==> config.mk <==
export PLATFORM = sky130hd
export DESIGN_NAME = alu_arbiter
export DESIGN_NICKNAME = d
export VERILOG_FILES = /design/src/rtl/alu_pkg.sv /design/src/rtl/alu_core.sv /design/src/rtl/alu_arbiter.sv
export SDC_FILE = /design/constraint.sdc
export NUM_CORES = 1
export LEC_CHECK = 0
export ABC_AREA = 1
export BUFFER_PORTS_ARGS = -buffer_cell sky130_fd_sc_hd__clkbuf_2
export CORE_MARGIN = 5
export CORE_UTILIZATION = 55
export CTS_CLUSTER_DIAMETER = 150
export DETAILED_ROUTE_END_ITERATION = 10
export PLACE_DENSITY = 0.88
export SLEW_MARGIN = 10
export SYNTH_ARGS = -nofsm -noshare
export SYNTH_HDL_FRONTEND = slang
export SYNTH_HIERARCHICAL = 1
export SYNTH_SLANG_ARGS = --single-unit
==> constraint.sdc <==
create_clock -name clk -period 8.1 [get_ports clk]
set_input_delay 2.43 -clock clk [delete_from_list [all_inputs] [get_ports clk]]
set_output_delay 2.43 -clock clk [all_outputs]
set_load 0.01 [all_outputs]
==> src/rtl/alu_pkg.sv <==
// Shared constants for the ALU arbiter: ALUControl encodings and FSM state encoding.
package alu_pkg;

  localparam logic [2:0] ALU_ADD = 3'b000;
  localparam logic [2:0] ALU_SUB = 3'b001;
  localparam logic [2:0] ALU_AND = 3'b010;
  localparam logic [2:0] ALU_OR  = 3'b011;
  localparam logic [2:0] ALU_SRL = 3'b100;
  localparam logic [2:0] ALU_SLT = 3'b101;
  localparam logic [2:0] ALU_XOR = 3'b110;
  localparam logic [2:0] ALU_SLL = 3'b111;

  typedef enum logic [1:0] {
    ST_IDLE = 2'd0,
    ST_EXEC = 2'd1,
    ST_RESP = 2'd2
  } state_e;

endpackage

==> src/rtl/alu_core.sv <==
// Combinational ALU: result and zero flag from operands and ALUControl code.
module alu_core
  import alu_pkg::*;
#(
  parameter int WIDTH = 32
) (
  input  logic [WIDTH-1:0] a_i,
  input  logic [WIDTH-1:0] b_i,
  input  logic [2:0]       op_i,
  output logic [WIDTH-1:0] result_o,
  output logic             zero_o
);

  logic [4:0] shamt;
  assign shamt = b_i[4:0];

  always_comb begin
    result_o = '0;
    case (op_i)
      ALU_ADD: result_o = a_i + b_i;
      ALU_SUB: result_o = a_i - b_i;
      ALU_AND: result_o = a_i & b_i;
      ALU_OR:  result_o = a_i | b_i;
      ALU_SRL: result_o = a_i >> shamt;
      ALU_SLT: result_o[0] = $signed(a_i) < $signed(b_i);
      ALU_XOR: result_o = a_i ^ b_i;
      ALU_SLL: result_o = a_i << shamt;
      default: result_o = '0;
    endcase
  end

  assign zero_o = (result_o == '0);

endmodule

==> src/rtl/alu_arbiter.sv <==
// Two-requester arbiter in front of a single multi-cycle ALU (IDLE -> EXEC -> RESP).
// Define ALU_ARB_FIXED_PRIO_EN for fixed priority (port 0 wins ties); default is round-robin.
module alu_arbiter
  import alu_pkg::*;
#(
  parameter int WIDTH = 32
) (
  input  logic             clk,
  input  logic             rst_n,
  input  logic             req0_valid,
  input  logic             req1_valid,
  output logic             req0_ready,
  output logic             req1_ready,
  input  logic [2:0]       req0_op,
  input  logic [2:0]       req1_op,
  input  logic [WIDTH-1:0] req0_a,
  input  logic [WIDTH-1:0] req0_b,
  input  logic [WIDTH-1:0] req1_a,
  input  logic [WIDTH-1:0] req1_b,
  output logic             rsp_valid,
  input  logic             rsp_ready,
  output logic             rsp_id,
  output logic [WIDTH-1:0] rsp_result,
  output logic             rsp_zero,
  output logic             busy
);

  state_e           state_q, state_d;
  logic             id_q;
  logic [2:0]       op_q;
  logic [WIDTH-1:0] a_q, b_q;
  logic [WIDTH-1:0] result_q;
  logic             zero_q;
  logic [WIDTH-1:0] core_result;
  logic             core_zero;
  logic             gnt0, gnt1, in_idle, accept;

`ifdef ALU_ARB_FIXED_PRIO_EN
  assign gnt1 = req1_valid & ~req0_valid;
`else
  // last_q = 1 means port 1 was granted last, so port 0 wins the next tie.
  logic last_q;
  assign gnt1 = req1_valid & (~req0_valid | ~last_q);

  always_ff @(posedge clk or negedge rst_n) begin
    if (!rst_n)      last_q <= 1'b1;
    else if (accept) last_q <= gnt1;
  end
`endif

  assign gnt0       = req0_valid & ~gnt1;
  assign in_idle    = (state_q == ST_IDLE) & rst_n;
  assign req0_ready = in_idle & gnt0;
  assign req1_ready = in_idle & gnt1;
  assign accept     = req0_ready | req1_ready;

  always_comb begin
    state_d = state_q;
    case (state_q)
      ST_IDLE: if (accept) state_d = ST_EXEC;
      ST_EXEC: state_d = ST_RESP;
      ST_RESP: if (rsp_ready) state_d = ST_IDLE;
      default: state_d = ST_IDLE;
    endcase
  end

  always_ff @(posedge clk or negedge rst_n) begin
    if (!rst_n) begin
      state_q  <= ST_IDLE;
      id_q     <= 1'b0;
      result_q <= '0;
      zero_q   <= 1'b0;
    end else begin
      state_q <= state_d;
      if (accept) id_q <= gnt1;
      if (state_q == ST_EXEC) begin
        result_q <= core_result;
        zero_q   <= core_zero;
      end
    end
  end

  // Operand capture needs no reset: it is only consumed after an accept.
  always_ff @(posedge clk) begin
    if (accept) begin
      op_q <= gnt1 ? req1_op : req0_op;
      a_q  <= gnt1 ? req1_a  : req0_a;
      b_q  <= gnt1 ? req1_b  : req0_b;
    end
  end

  alu_core #(.WIDTH(WIDTH)) u_alu_core (
    .a_i      (a_q),
    .b_i      (b_q),
    .op_i     (op_q),
    .result_o (core_result),
    .zero_o   (core_zero)
  );

  assign rsp_valid  = (state_q == ST_RESP);
  assign rsp_id     = id_q;
  assign rsp_result = result_q;
  assign rsp_zero   = zero_q;
  assign busy       = (state_q != ST_IDLE);

endmodule
# == Word level (Yosys, flattened, before mapping) ==
# Index checks and enable logic that the tools add are counted.
# word_totals
regBits,104
input_bits,139
output_inout_bits,38
wordCells,50
# classes
n_addsub,2
order_cmp,1
eq_ne,11
n_shift,2
muxes,8
bitwise,13
reduce_logical,5
# op_table
operator,count
31-bit case mux with 7 select lines,1
32-bit 2-to-1 mux,2
32-bit adder,1
32-bit AND,1
32-bit logical NOT,1
32-bit less-than comparator,1
32-bit OR,1
32-bit by 5-bit left shift with 32-bit output,1
32-bit by 5-bit right shift with 32-bit output,1
32-bit subtractor,1
32-bit bitwise XOR,1
3-bit == test (second input constant),4
1-bit case mux with 8 select lines,1
3-bit by 2-bit == test with 1-bit output (second input constant),2
2-bit case mux with 3 select lines,1
1-bit AND,5
2-bit 2-to-1 mux,2
3-bit by 1-bit == test with 1-bit output (second input constant),1
3-bit logical NOT,1
3-bit 2-to-1 mux,1
1-bit inverter,3
2-bit by 1-bit == test with 1-bit output (second input constant),1
2-bit == test (second input constant),1
2-bit logical NOT,1
other kinds (5),6

# == Longest topological paths before layout ==
# Gate-level depths: netlist of run 1.
# depth
ltp_word,9
mapped_depth,26
ltp_nobuf,23

# == Cells and area by module ==
# The synthesis of run 1 kept the hierarchy.
# by_module_without_submodules
mod,n_inst,cells_each,area_per_inst_um2
alu_core,1,2091,10075.9
alu_arbiter,1,448,4335.4

# == Worst setup path before layout of run 1 ==
# No wires, ideal clock.
# synth_timing
kind,input port to output port
startpoint,input req0_valid
endpoint,output req0_ready
arrival_ns,2.968
required_ns,5.670
path_slack_ns,2.702
path_stages,5
n_path_buf,1
cell_sequence,nand2_1 > nand2_2 > inv_2 > buf_2 > nor2_1
# synth_via
elab_chain_cells,6
# synth_lines
element,line_no,text
from (decl),alu_arbiter.sv:10,"input logic req0_valid,"
1-bit inverter,alu_arbiter.sv:43,assign gnt1 = req1_valid & (~req0_valid | ~last_q);
1-bit OR,alu_arbiter.sv:43,
1-bit AND,alu_arbiter.sv:43,
1-bit inverter,alu_arbiter.sv:51,assign gnt0 = req0_valid & ~gnt1;
1-bit AND *,alu_arbiter.sv:51,
1-bit AND *,alu_arbiter.sv:53,assign req0_ready = in_idle & gnt0;
to (decl),alu_arbiter.sv:12,"output logic req0_ready,"
# Every way passes the cells marked *; elsewhere a longest branch is shown, timed or not.

# == Worst setup path in the final report of run 1 ==
# Ends and elaborated chain as after synthesis.

==> results by stage, run 1 <==
Pwr:
- The peak supply drop is 0.2435 mV.
- Dividing total power by cell area gives a power density of 296.9 nW/um^2.
- The power consumption is 0.004588 W.
- The leakage power is 8.781 nW.

Flow run:
- The count of max-cap constraint violations is 0.

Critical path:
- The worst setup path is captured at a primary output.
- STA puts the critical path data required time at 5.67 ns.
- The startpoint-to-endpoint class of the critical path is in2out.
- The kind of start point of the critical path is an input port.
- Traced cell by cell, the critical path runs through clkbuf_2 -> nand2_1 -> nand2_2 -> buf_4 -> inv_2 -> buf_4 -> nor2_1 -> clkbuf_2.
- The slowest stage of the critical path is the buf_4 cell.
- In this run the worst path has a maximum fanout of 68.
- The delay of the slowest critical-path stage is 0.54 ns.
- For the worst setup path, the data arrival time is 4.01 ns.

Synthesis:
- By area the synthesized netlist is led by nand2_1 24%, nand3_1 17%, edfxtp_1 14%, ha_1 9.7%, inv_1 8.8%.
- In this run, synthesis inferred 67 flip-flops with an integrated enable.
- The synthesized cell area is 14410 um^2.
- nand2_1 takes more of the synthesized area than any other cell.
- For this run, the number of Yosys warnings is 6.
- The post-synth net total is 2792.
- In the synthesized netlist the async set-or-reset flop fraction comes to 35.58%.
- The cell count after synthesis came out at 2539.
- The number of different library cells used by synthesis comes to 40.
- In this run, synthesis produced a sequential element count of 104.
- The predominant post-synthesis flop cell is edfxtp_1.
- A synthesized cell averages 5.676 um^2.
- The fraction of post-synthesis cell area in the top cell type by area is 23.91%.
- Sequential cells were found to cover 20.39% of the synthesized design area.

Drt:
- The total number of vias is 17747.
- The number of routed nets with antenna violations is 0.
- In the final routed layout, each cell accounts on average for 20.60 um.
- The final routed DRC violation total is 0.
- The post-route met1 wirelength is 23070 um.
- The post-detailed-route via-to-cell ratio is 5.992.
- The sum of met2 wire segment lengths after detailed routing is 26420 um.
- Routed signal wires occupy layers up through met5.
- The first detailed-routing pass took 9 iterations.
- The total routed wirelength is 61020 um.
- Detailed routing placed a total of 7348 um of wire on met3.
- The count of routing violations after the opening detailed-route iteration is 2821.

STA:
- The routed design could run at a clock period as short as 6.438 ns.
- The share of the clock period used by the worst path is 79.48%.
- The total negative slack for setup checks is 0 ns.
- For the pin with the worst max-slew slack, the measured transition is 1.255 ns.
- Static timing analysis puts the maximum clock frequency at 155.3 MHz.
- Setup repair after global routing left no endpoint under its margin.
- The number of slew-limit violations in the final report came to 0.
- The headroom to the max-slew limit is 16.09%.
- The largest clock skew in the final design is 0.01341 ns.
- The hold violation total from the final report is 0.
- The slack of the critical path is 1.662 ns.
- Setup violations remaining at the end of the flow were counted as 0.

Floorplanning:
- Pin placement for this block handled 177 I/O pins.
- The floorplan has 59 rows.
- From left edge to right edge, the die measures 171.9 um.
- The starting density of the core is 55.62%.
- The floorplan step defined a die boundary enclosing 29540 um^2.
- The core box area is 25910 um^2.
- The die boundary height is 171.9 um.

GRT:
- The first global-routing pass estimated 91790 um of wire.
- The via count of the first global-routing pass is 16369.
- Summed over all layers, the global routing overflow is 0.
- Global routing used 40.46% of the available tracks.
- The number of antenna violations at the first check in global routing was 2.
- The maximum number of pins on one net before global-route repair is 76.

Cells and area:
- The area added between synthesis and finish is 7.223%.
- Of the cells placed in the final design, the portion with a size suffix greater than 1 is 8.492%.
- The number of fill cells is 2612.
- After the last flow step, the layout net total stands at 2874.
- After routing the design area is 15450 um^2.

Placement:
- In this run the cell area measured after placement is 15160 um^2.
- Once detailed placement completed, the half-perimeter wirelength came to 48570 um.
- Port buffering added 176 buffers.
- The routability congestion estimate is 1.107.
- The worst setup slack after placement is 1.679 ns.

CTS:
- Clock latency on the worst-skew pair, taken at its later pin, is 0.37 ns.
- Gates resized during post-CTS repair numbered 0.
- The clock input transition at the sequential cells of the worst setup and hold paths is 0.08 ns.
- TritonCTS built the clock tree.
- The maximum buffer depth of the clock tree is 2.
- The clock net sink count is 104.
- The number of H-tree levels is 3.
- After clock tree synthesis, the setup repair step added 0 buffers.
- The root cell of the clock tree is clkbuf_16.
- The number of clock buffers added by TritonCTS is 9.
- The count of hold-fix buffers inserted at cts is 0.

Hold path:
- The class of the tightest hold or removal check is reg2reg.

Outcome:
- The run finished with clean final reports.
[worst max-delay path, delay by kind of cell]
family	cells	cell delay, ns
simple gates	3	0.36
buf+inv	5	1.18
[layout make-up]
cell class | count | area, um^2 | area share, %
Inverter | 346 | 1301 | 8.421
Clock buffer | 9 | 225.2 | 1.457
Tap cell | 335 | 419.2 | 2.713
Sequential cell | 104 | 2939 | 19.02
Antenna cell | 1 | 2.502 | 0.01619
Clock inverter | 7 | 63.81 | 0.4130
Multi-Input combinational cell | 1970 | 9515 | 61.58
Timing Repair Buffer | 190 | 985.9 | 6.381
[final timing paths]
| path | start | end | slack (ns) | depth (start not counted) |
|---|---|---|---|---|
| max | req0_valid | req0_ready | 1.66 | 8 |
| max in group asynchronous | rst_n | rsp_result[2] | 5.50 | 2 |
| min in group asynchronous | rst_n | rsp_id | 1.89 | 1 |
| max reg2reg | b_q[2] | rsp_zero | 3.66 | 17 |
| min reg2reg | rsp_result[22] | rsp_result[22] | 0.47 | 2 |
| min | rsp_result[22] | rsp_result[22] | 0.47 | 2 |
[cells in the final DEF, fill, tap and decap left out, types with 4 or more instances in the layout]
cell type | synthesis | layout
nand2_1 | 918 | 917
nand3_1 | 486 | 486
inv_1 | 338 | 337
nor2_1 | 203 | 203
clkbuf_2 | 3 | 176
ha_1 | 112 | 112
a21oi_1 | 73 | 73
edfxtp_1 | 67 | 67
o21ai_0 | 44 | 44
dfrtp_1 | 36 | 36
nand4_1 | 27 | 27
nor3_1 | 22 | 22
o22ai_1 | 17 | 17
buf_4 | 24 | 14
and2_1 | 13 | 13
clkbuf_16 | 0 | 9
o211ai_1 | 9 | 9
inv_2 | 7 | 8
o21ai_1 | 7 | 7
o221ai_1 | 7 | 7
o21bai_1 | 5 | 5
and3_1 | 4 | 4
or2_2 | 4 | 4
[cell families (layout without fill, tap and decap cells)]
kind of cell | Yosys count | after routing | share of synthesized area (%)
AND/OR/NAND/NOR | 1683 | 1683 | 49.22
XOR/XNOR | 2 | 2 | 0.1216
buffers and inverters | 465 | 552 | 13.60
other | 0 | 1 | 0
AO/OA/AOI/OAI | 170 | 170 | 6.598
multiplexers | 1 | 1 | 0.06946
flip-flops | 104 | 104 | 20.39
adder cells (fa/ha/maj) | 114 | 114 | 10.00
[registers in the layout, summed over array words and instances, names as in the netlist]
register and cells:
b_q 32, a_q 32, rsp_id 1, last_q 1
state_q 2, rsp_zero 1, op_q 3, rsp_result 32
[report_power, final]
group / switching, W / total [W] / internal (W)
clock network: 0.000244 / 0.000461 / 0.000216
logic: 0.00230 / 0.00319 / 0.000884
registers: 0.000183 / 0.000940 / 0.000757
[synthesized netlist by cell type, types with 9 or more instances]
master / number
nand2_1: 918
nor2_1: 203
ha_1: 112
edfxtp_1: 67
buf_4: 24
o211ai_1: 9
clkbuf_1: 24
inv_1: 338
a21oi_1: 73
nand3_1: 486
buf_2: 58
o22ai_1: 17
nor3_1: 22
nand4_1: 27
o21ai_0: 44
and2_1: 13
dfrtp_1: 36
[metrics by stage]
| step | hold WS, ns | util, % | instances |
|---|---|---|---|
| 2_1_floorplan | 0.4440 | - | 2539 |
| 3_3_place_gp | 0.4553 | 58.51 | 2945 |
| 3_5_place_dp | 0.4574 | 58.51 | 2945 |
| 4_1_cts | 0.4775 | 59.63 | 2961 |
| 5_1_grt | 0.4872 | 59.63 | 2961 |
| 6_report | 0.4728 | 59.64 | 2962 |
[layer usage]
metal,vias up,track usage [%]
li1,8274,-
met1,7976,53.42
met2,1229,63.77
met3,264,7.430
met4,4,20.37
met5,-,0
Power figures use the tool's default switching activity.
==> run 2: changes to the inputs <==
Clock period 8.1 ns to 6.24 ns, I/O delays scaled along.
==> results by stage, run 2 (synthesis gave the netlist of run 1 again) <==
STA:
- Setup violations remaining at the end of the flow were counted as 0.
- The headroom to the max-slew limit is 15.38%.
- For the pin with the worst max-slew slack, the measured transition is 1.266 ns.
- The number of slew-limit violations in the final report came to 0.
- The worst path needs 4.404 ns of the cycle, external delays included.
- The slack of the critical path is 1.836 ns.
- The largest clock skew in the final design is 0.01179 ns.
- In the final timing run, aggregate negative setup slack is 0 ns.
- The hold violation total from the final report came to 0.
- Based on the critical path, the design can be clocked at up to 227.1 MHz.
- Of the available clock period, the critical path in the final layout requires 70.57%.
- Setup repair after global routing left no endpoint under its margin.

Floorplanning:
- The floorplan step set the die height to 171.9 um.
- From left edge to right edge, the die measures 171.9 um.
- The total die area is 29540 um^2.
- After floorplanning, the core was divided into 59 placement rows.
- The initial utilization of the core area, before any placement, comes to 55.62%.
- The core box area is 25910 um^2.
- The I/O pin count is 177.

Critical path:
- By instance count, the cell type seen most on the critical path is clkbuf_2.
- The delay of the slowest critical-path stage is 0.20 ns.
- The setup slack on the worst flop-to-flop path is 2.20 ns.
- Counting both buffers and inverters, the worst setup path holds a total of 2.
- STA puts the critical path data required time at 4.37 ns.
- STA classifies the critical path endpoint as a primary output.
- In this run the worst path has a maximum fanout of 5.
- Walking the worst path, the cells encountered are clkbuf_2 -> nand3_1 -> nor2_1 -> clkbuf_2.
- The startpoint-to-endpoint class of the critical path is in2out.
- The cell with the largest stage delay on the worst path is nand3_1.
- Data on the critical path arrives at its endpoint at 2.53 ns.
- The kind of cell adding the most delay to the critical path is simple AND/OR/NAND/NOR gates.
- STA classifies the critical path startpoint as an input port.

CTS:
- The post-CTS repair timing setup buffer count is 0.
- For the worst-skew pair, the clock arrives at the later sink with an insertion delay of 0.37 ns.
- In this run the clock root is driven by a clkbuf_16.
- Buffers inserted to repair hold after CTS numbered 0.
- The clock net sink count is 104.
- The quantity of gates resized following cts is 0.
- The clock tree from TritonCTS is yes.
- The H-tree was split into 3 levels.
- The clock input transition at the sequential cells of the worst setup and hold paths is 0.08 ns.
- Counting along the longest clock path gives a buffer depth of 2.
- The TritonCTS buffer count is 9.

GRT:
- The via count of the first global-routing pass is 16254.
- The total overflow left after global routing is 0.
- The first global-routing pass estimated 89240 um of wire.
- The maximum number of pins on one net before global-route repair is 75.
- In the global route stage, overall resource usage came out at 39.52%.
- The number of antenna violations at the first check in global routing is 1.

Drt:
- In the final routed layout, each cell accounts on average for 20.28 um.
- For this block, the initial DRC count from the detailed router was 2635.
- The final routed DRC violation total is 0.
- The first TritonRoute pass finished after 7 iterations.
- The routed layout has 17632 vias.
- Once detail routing completed, the nets flagged for antenna violations numbered 0.
- Wires add up to 60120 um.
- In the routed layout, each cell is associated on average with a via count of 5.947.

Hold path:
- The class of the tightest hold or removal check is reg2reg.

Pwr:
- The leakage power is 8.805 nW.
- The peak supply drop is 0.2444 mV.
- The power density over cell area is 386.2 nW/um^2.

Cells and area:
- The library cell used most frequently in the layout, excluding fill and tap cells, is nand2_1.
- After the last flow step, the layout net total stands at 2876.
- The number of standard cells in the final layout excluding fillers is 2965.
- The post-route core utilization is 59.80%.
- The area added between synthesis and finish is 7.527%.
- The share of layout cells above drive strength 1 is 8.562%.
- In the layout the commonest cells are 917 x nand2_1, 486 x nand3_1, 337 x inv_1.

Outcome:
- The run finished with clean final reports.

Placement:
- The routability congestion estimate is 1.121.
- Once placement completed, the tool counted placed cells totaling 2947.
- Before CTS, the worst setup slack after placement is 1.838 ns.
- The detailed-placement wirelength estimate is 48360 um.
- The count of buffers from port buffering is 176.

Flow run:
- Across the run, the number of max-cap violations was 0.
[run 2: where the power goes]
part	switching, W	leakage, nW	total [W]	internal, W
combinational	0.00297	7.54	0.00412	0.00115
clock	0.000320	0.154	0.000646	0.000325
sequential	0.000232	1.11	0.00122	0.000983
total	0.00353	8.81	0.00598	0.00246
[run 2: worst paths after layout]
check | startpoint | endpoint | cells after the start
setup / recovery | rst_n | req0_ready | 4
min in group asynchronous | rst_n | rsp_id | 1
max in group asynchronous | rst_n | rsp_result[13] | 2
hold / removal | rsp_result[14] | rsp_result[14] | 2
hold reg to reg | rsp_result[14] | rsp_result[14] | 2
setup reg to reg | op_q[0] | rsp_zero | 16
[run 2: final cells by class]
| class | count | area [um^2] |
|---|---|---|
| antenna | 2 | 5.005 |
| clock buffer | 10 | 229.0 |
| clock inverter | 6 | 86.33 |
| fill | 2628 | 10420 |
| inverter | 346 | 1301 |
| multi-input combinational | 1970 | 9515 |
| sequential | 104 | 2939 |
| tap | 335 | 419.2 |
| timing repair buffer | 192 | 1001 |
[run 2: stage by stage]
stage | power [W] | hold slack, ns | instance area [um^2]
final | 0.005984 | 0.4809 | 15500
after detailed placement | 0.005167 | 0.4575 | 15180
after floorplan | 0.003909 | 0.4440 | 14410
after global placement | 0.005082 | 0.4539 | 15180
after CTS | 0.005820 | 0.4770 | 15490
after global routing | 0.006372 | 0.4825 | 15490
[run 2: worst reg2reg max path: stages (launching register included)]
cell and delay (ns):
edfxtp_1 0.43, inv_1 0.11, nand3_1 0.87, inv_1 0.68, nand2_1 0.19, o211ai_1 0.12
a21oi_1 0.14, nand2_1 0.06, nor2_1 0.32, nand3_1 0.30, nor2_1 0.16, nand2_1 0.07
nor2_1 0.12, nand3_1 0.09, nor2_1 0.12, nand3_1 0.08, nand2_1 0.11
[run 2: routing by layer]
layer / up-vias / routed length, um / share of wire [%] / global-route usage [%]
met1: 8059 / 23180 / 39 / 51.40
met4: 0 / 3414 / 5.7 / 18.80
li1: 8279 / - / - / -
met5: - / 0 / 0 / 0
met2: 1103 / 27060 / 45 / 63.95
met3: 191 / 6461 / 11 / 7.019
